--- src/rtl/seg7_scan_ctrl.sv ---
// Multi-digit seven-segment scan controller with start/stop run-mode handshake.
// Define SEG7_LZB_EN to enable leading-zero blanking.
module seg7_scan_ctrl #(
    parameter int          NDIG     = 4,
    parameter int          SCAN_DIV = 1000,
    parameter logic [6:0]  ESEG     = 7'b1111100
) (
    input  logic              clk,
    input  logic              rst,
    input  logic              start,
    input  logic              stop,
    input  logic              load,
    input  logic [4*NDIG-1:0] value,
    input  logic [NDIG-1:0]   inval,
    output logic [1:0]        mode,
    output logic [6:0]        seg,
    output logic [NDIG-1:0]   an,
    output logic              frame_done
);

    localparam int IW = (NDIG > 1) ? $clog2(NDIG) : 1;
    localparam int CW = $clog2(SCAN_DIV);
    localparam logic [IW-1:0] LAST_IDX = IW'(NDIG - 1);
    localparam logic [CW-1:0] CNT_MAX  = CW'(SCAN_DIV - 1);

    localparam logic [1:0] MODE_IDLE = 2'd0;
    localparam logic [1:0] MODE_RUN  = 2'd1;
    localparam logic [1:0] MODE_STOP = 2'd2;

    logic [1:0]        r_mode;
    logic [CW-1:0]     r_cnt;
    logic [IW-1:0]     r_idx;
    logic [4*NDIG-1:0] r_shadow_val;
    logic [NDIG-1:0]   r_shadow_inv;
    logic [4*NDIG-1:0] r_disp_val;
    logic [NDIG-1:0]   r_disp_inv;
    logic [6:0]        r_seg;
    logic [NDIG-1:0]   r_an;
    logic              r_frame_done;

    logic              w_active;
    logic              w_slot_end;
    logic              w_boundary;
    logic [3:0]        w_nib;
    logic              w_inv;
    logic              w_blank_cur;
    logic [6:0]        w_hex;
    logic [6:0]        w_seg;
    logic [NDIG-1:0]   w_an;

    assign w_active   = (r_mode != MODE_IDLE);
    assign w_slot_end = (r_cnt == CNT_MAX);
    assign w_boundary = w_active && w_slot_end && (r_idx == LAST_IDX);

    assign w_nib = 4'(r_disp_val >> {r_idx, 2'b00});
    assign w_inv = r_disp_inv[r_idx];
    assign w_an  = NDIG'(1) << r_idx;

    always_comb begin
        case (w_nib)
            4'h0:    w_hex = 7'h3F;
            4'h1:    w_hex = 7'h06;
            4'h2:    w_hex = 7'h5B;
            4'h3:    w_hex = 7'h4F;
            4'h4:    w_hex = 7'h66;
            4'h5:    w_hex = 7'h6D;
            4'h6:    w_hex = 7'h7D;
            4'h7:    w_hex = 7'h07;
            4'h8:    w_hex = 7'h7F;
            4'h9:    w_hex = 7'h6F;
            4'hA:    w_hex = 7'h77;
            4'hB:    w_hex = 7'h7C;
            4'hC:    w_hex = 7'h39;
            4'hD:    w_hex = 7'h5E;
            4'hE:    w_hex = 7'h79;
            default: w_hex = 7'h71;
        endcase
    end

`ifdef SEG7_LZB_EN
    logic [NDIG-1:0] w_blank;

    // Walk down from the top digit; blanking stops at the first nonzero or invalid digit.
    always_comb begin
        logic v_run;
        // NOTE: every combinational output gets a default first so no latch is inferred.
        v_run   = 1'b1;
        w_blank = '0;
        for (int i = NDIG - 1; i >= 1; i--) begin
            v_run      = v_run & (r_disp_val[4*i +: 4] == 4'd0) & ~r_disp_inv[i];
            w_blank[i] = v_run;
        end
    end

    assign w_blank_cur = w_blank[r_idx];
`else
    assign w_blank_cur = 1'b0;
`endif

    assign w_seg = w_inv ? ESEG : (w_blank_cur ? 7'd0 : w_hex);

    // NOTE: non-blocking assignments make a load on a boundary edge leave the old shadow in the display.
    always_ff @(posedge clk or posedge rst) begin
        if (rst) begin
            r_mode       <= MODE_IDLE;
            r_cnt        <= '0;
            r_idx        <= '0;
            r_shadow_val <= '0;
            r_shadow_inv <= '0;
            r_disp_val   <= '0;
            r_disp_inv   <= '0;
            r_seg        <= '0;
            r_an         <= '0;
            r_frame_done <= 1'b0;
        end else begin
            if (load) begin
                r_shadow_val <= value;
                r_shadow_inv <= inval;
            end

            r_frame_done <= 1'b0;

            case (r_mode)
                MODE_IDLE: begin
                    if (start) begin
                        r_mode     <= stop ? MODE_STOP : MODE_RUN;
                        r_cnt      <= '0;
                        r_idx      <= '0;
                        r_disp_val <= r_shadow_val;
                        r_disp_inv <= r_shadow_inv;
                    end
                end
                MODE_RUN, MODE_STOP: begin
                    if (w_slot_end) begin
                        r_cnt <= '0;
                        r_idx <= (r_idx == LAST_IDX) ? '0 : r_idx + IW'(1);
                    end else begin
                        r_cnt <= r_cnt + CW'(1);
                    end

                    if (w_boundary) begin
                        r_disp_val   <= r_shadow_val;
                        r_disp_inv   <= r_shadow_inv;
                        r_frame_done <= 1'b1;
                    end

                    if (r_mode == MODE_RUN) begin
                        if (stop) r_mode <= MODE_STOP;
                    end else if (start) begin
                        r_mode <= MODE_RUN;
                    end else if (w_boundary) begin
                        r_mode <= MODE_IDLE;
                    end
                end
                default: r_mode <= MODE_IDLE;
            endcase

            // Outputs trail the scan state by one cycle.
            if (w_active) begin
                r_an  <= w_an;
                r_seg <= w_seg;
            end else begin
                r_an  <= '0;
                r_seg <= '0;
            end
        end
    end

    assign mode       = r_mode;
    assign seg        = r_seg;
    assign an         = r_an;
    assign frame_done = r_frame_done;

endmodule

--- config.mk ---
export PLATFORM = sky130hd
export DESIGN_NAME = seg7_scan_ctrl
export DESIGN_NICKNAME = d
export VERILOG_FILES = /design/src/rtl/seg7_scan_ctrl.sv
export SDC_FILE = /design/constraint.sdc
export NUM_CORES = 1
export LEC_CHECK = 0
export CAP_MARGIN = 20
export CORE_MARGIN = 4
export CORE_UTILIZATION = 45
export CTS_CLUSTER_SIZE = 12
export DETAILED_ROUTE_END_ITERATION = 10
export GPL_TIMING_DRIVEN = 0
export PLACE_DENSITY_LB_ADDON = 0.2
export SKIP_CTS_REPAIR_TIMING = 1
export SLEW_MARGIN = 20
export SYNTH_ARGS = -nofsm -noshare
export SYNTH_HDL_FRONTEND = slang
export SYNTH_SLANG_ARGS = --single-unit
export TNS_END_PERCENT = 5
--- constraint.sdc ---
create_clock -name clk -period 3.4 [get_ports clk]
set_input_delay 1.02 -clock clk [delete_from_list [all_inputs] [get_ports clk]]
set_output_delay 1.02 -clock clk [all_outputs]
set_load 0.02 [all_outputs]
* Word-level counts from Yosys, hierarchy flattened
Memory sizes are Yosys's and may differ from the RTL's. Cells that the tools add are included.
Storage, ports and cells: bits in registers 66, bits in latches 0, bits in writable memories 0, bits in read-only memories 112, bits of input ports 25, output and inout bits 14, memories 1
Memories:
- (name not given) | words 16, bits a word 7, rd ports 1, clocked after Yosys merged registers in 0, write ports 0, RTL line 60 | case (w_nib)
Operators by class: add/subtract/negate cells 2, multipliers 0, div/mod/pow operators 0, magnitude comparators 1, eq/ne operators 9, shift operators 2, mux-type cells 27, bitwise gates (word level) 0, reductions and logical operators 10
Operators by type and width (count):
- 2-to-1 mux 16 bit | 2
- one-hot mux 16 bit (2 select lines) | 1
- 2-to-1 mux 10 bit | 2
- one-hot mux 10 bit (2 select lines) | 1
- 2-to-1 mux 2 bit | 9
- right shift 16 x 4 -> 4 bit | 1
- 2-to-1 mux 7 bit | 2
- 2-to-1 mux 4 bit | 3
- adder 10 x 1 -> 10 bit, second input constant | 1
- == test 10 bit, second input constant | 1
- AND reduction 3 bit | 3
- one-hot mux 2 bit (2 select lines) | 2
- one-hot mux 4 bit (2 select lines) | 1
- inequality test 2 bit, second input constant | 3
- == test 2 bit, second input constant | 2
- inequality test 4 bit, second input constant | 1
- nonzero test 2 bit | 2
- left shift 1 x 2 -> 4 bit, first input constant | 1
- less-than comparator 2 x 3 -> 1 bit, second input constant | 1
- 2-to-1 mux 1 bit | 3
- inequality test 3 bit, second input constant | 1
- adder 2 x 1 -> 2 bit, second input constant | 1
- binary-select mux 1 bit (select 2 bit) | 1
- == test 2 x 1 -> 1 bit, second input constant | 1
- 4 further kinds | 5

* Depth between registers and ports, before layout
word-level depth 7, depth in mapped cells 8, gate-level depth less buffers 7

* Worst setup path after synthesis
No wires, ideal clock.
kind input port to flip-flop, from in start, to reg r_cnt[7], library setup time 78 ps, arrival 2207 ps, data required time 3322 ps, path slack 1115 ps, stages on the path 4, path buffers 0, cells stage by stage and2b_4 -> or4_4 -> or3_1 -> a21oi_1
On the way: cells in the longest elaborated chain, start to end 2
Ends and longest elaborated chain:
- from (decl) | RTL line 10 | input logic start,
- inequality test 2 bit (no line)
- AND reduction 2 bit (no line)
- to (signal assigned) | RTL line 138 | r_cnt <= r_cnt + CW'(1);
- to (decl) | RTL line 31 | logic [CW-1:0] r_cnt;
No other way between the ends. A chain may end at the register's enable or synchronous reset.

* Worst setup path after layout
Ends and elaborated chain as after synthesis.

==> results by group <==
Logic synthesis
  – Syn nets: 296
  – Most used flip-flop cell after synthesis: dfrtp_1
  – EDFF count, synth: 0
  – Sequential share of the synthesized area: 52.2%
  – Post-synthesis instance total: 255
  – Synth cell types: 45
  – Commonest cells in the netlist: dfrtp_1, mux2_2, ha_1, inv_1, nor2_1
  – Yosys warns: 0
  – Synth area leaders: dfrtp_1, mux2_2, ha_1, mux4_1, mux4_2
  – Synth Register Bits: 66
  – Dominant cell type by area after synthesis: dfrtp_1
  – Top cell type's share of synthesized area: 52.2%
  – Post-synth ARST share: 100%
  – Top-count cell post-synth: dfrtp_1
  – Mapped cell area: 3160 sq um
  – Mean area per synthesized cell: around 12 sq um

STA
  – Final Hold Fails: 0
  – Fmax: 390 MHz
  – Worst-Margin Slew: 0.612 ns
  – Worst slew margin: 59.2%
  – Setup Viol. Count Final: 0
  – Crit path time final: 2.57 ns
  – Slew Viols, Final: 0
  – RSZ-0062 raised after global routing: no
  – Final worst-path cycle share: 75.5%
  – Clk_skew: 0.0118 ns

Clocking
  – CTS tree: done
  – Worst-path clk slew: approximately 0.07 ns
  – Clock Sinks: 66
  – Root Driver: clkbuf_8
  – Clk_lat worst skew: 0.34 ns
  – Maximum clock insertion buffer count: 2
  – # H-tree levels: 3
  – Total CTS buffers: 9

Detailed routing
  – Routed Antenna Nets: 0
  – DRC: 0
  – Routed WL: 5730 microns
  – DRT iter0 DRCs: 65
  – Drt wl/cell: ~14 microns
  – DRT Pass-1 Iters: 4
  – DR vias/cell: 5.02
  – Vias: 2034

Min path
  – Worst hold endpoint: r_disp_inv[0]
  – Worst min path class: reg2reg
  – Min-delay src: r_disp_inv[0]
  – Hold Crit Depth: 1

Global route
  – GRT Total Usage: about 15%
  – Largest net degree at the start of global routing: 46
  – GRT overflow: 0
  – First-pass GRT wire length: 10000 microns
  – Vias in the first global route: slightly above 2000
  – Antenna violations before repair: 0

Power
  – Worst vdd ir: 0.347 mV
  – Leakage: between 1.5 and 2 nW
  – Tot Pwr: 3.19 mW
  – PwrDens: 813 nW/um^2

Floorplanning
  – Die width: around 90 microns
  – Row cnt: 30
  – Core Area: about 6800 sq um
  – Initial core utilization: between 40% and 50%
  – Die ar.: 8440 sq um
  – DIE HEIGHT: around 90 microns
  – I/O pin count: 39

Worst setup path
  – Critical Path End Type: register
  – Worst Reg-to-Reg Cells: 7
  – Critical path arrival: 2.83 ns
  – Max Fanout on Critical Path: 8
  – R2R setup slack: 1.09 ns
  – Critical path required time: 3.67 ns
  – CP Launch Type: input port
  – R2r endpoint: seg[3]
  – Critical path class: in2reg
  – Worst r2r src: r_idx[0]

Placed design
  – DP HPWL: 4130 microns
  – Port Buffers: 37
  – Placed insts: between 300 and 400
  – RD Place Congestion: about 0.77
  – Dpl cell area: about 3700 sq um

Finish
  – Final std cells w/o fill: 405
  – Filler Cells Inserted: 575
  – Final #Nets: 345
  – Number of diodes: 0
  – Layout cells sized above 1: approximately a quarter
  – Fin area: 3930 sq um
  – Area growth syn-to-layout: 24.1%

Outcome
  – Outcome: finished, final reports clean

Job
  – Max cap viols: 0
[cell families after synthesis]
family | Yosys count | synth area share, %
muxes | 47 | 19.2
AOI/OAI and AO/OA | 39 | 7.75
buffers and inverters | 26 | 3.64
DFF | 66 | 52.2
adders and majority gates | 16 | 6.33
and+or+nand+nor | 57 | 9.81
xor gates and xnor gates | 4 | 1.11
[worst max-delay path: stages]
cell and delay, ns:
clkdlybuf4s50_1 0.54, and2b_4 0.24, or4_4 0.55, or3_1 0.35, a21oi_1 0.14
[cells in the final DEF (no fill, tap or decap), types with 2 or more instances in the layout]
cell type	Yosys	layout
mux4_1	3	3
a21oi_1	10	10
dfrtp_1	66	66
mux2_2	40	40
nand2_1	12	12
mux4_2	3	3
inv_1	16	15
clkdlybuf4s50_1	0	37
a221oi_1	3	3
ha_1	16	16
clkbuf_8	0	9
bufinv_16	0	3
nor2b_1	6	6
nand3_1	4	4
clkbuf_1	6	7
nor4b_1	2	2
or2_2	2	2
xnor2_1	3	3
clkinv_4	0	2
buf_2	2	2
nor2_1	16	16
or3_1	3	3
o21ai_0	12	12
buf_6	2	2
a31oi_1	3	3
o41ai_1	2	2
[layer usage]
layer	share of wire (%)	GRT usage, %
met4	2.2	8.29
met2	47	24.5
met3	3.2	2.87
met5	0	0
met1	48	19.3
[power by group]
group / total, mW / leakage [nW] / internal (mW) / switching, mW
Sequential: 1.13 / 0.814 / 1.01 / 0.114
Combinational: 1.27 / 0.734 / 0.602 / 0.664
Clock: 0.800 / 0.117 / 0.490 / 0.311
Total: 3.19 / 1.66 / 2.10 / 1.09
[how the worst max path moves through the flow]
stage	end	depth (start not counted)	slack, ns	startpoint
6_report	r_cnt[7]	5	0.83	start
5_1_grt	r_cnt[6]	6	0.71	start
4_1_cts	r_cnt[7]	5	0.85	start
3_5_place_dp	r_cnt[7]	5	0.47	start
3_3_place_gp	r_shadow_val[13]	2	-0.43	rst
2_1_floorplan	an[0]	1	0.73	rst
[state kept, by name (all words and copies together) (netlist names)]
name / cells
r_cnt: 10
mode: 2
r_idx: 2
frame_done: 1
r_shadow_inv: 4
r_disp_inv: 4
an: 4
r_disp_val: 16
r_shadow_val: 16
seg: 7
[layout make-up]
type / instances / area (sq um) / share of cell area (%)
Buffer: 10 / 55.1 / 1.40
Inverter: 16 / 62.6 / 1.59
Clock inverter: 6 / 115 / 2.93
Tap cell: 96 / 120 / 3.06
Timing Repair Buffer: 38 / 398 / 10.1
Multi-Input combinational cell: 163 / 1400 / 35.6
Sequential cell: 66 / 1650 / 42.1
Clock buffer: 10 / 128 / 3.25
[metrics by stage]
stage	hold WS (ns)	setup WS [ns]	setup TNS, ns	utilization [%]
2_1_floorplan	0.472	0.725	0	-
5_1_grt	0.521	0.708	0	57.8
6_report	0.504	0.834	0	57.8
3_3_place_gp	0.485	-0.435	-28.43	53.8
4_1_cts	0.507	0.847	0	57.8
3_5_place_dp	0.490	0.475	0	54.2
Note: power is estimated with default switching activity, not from simulation.
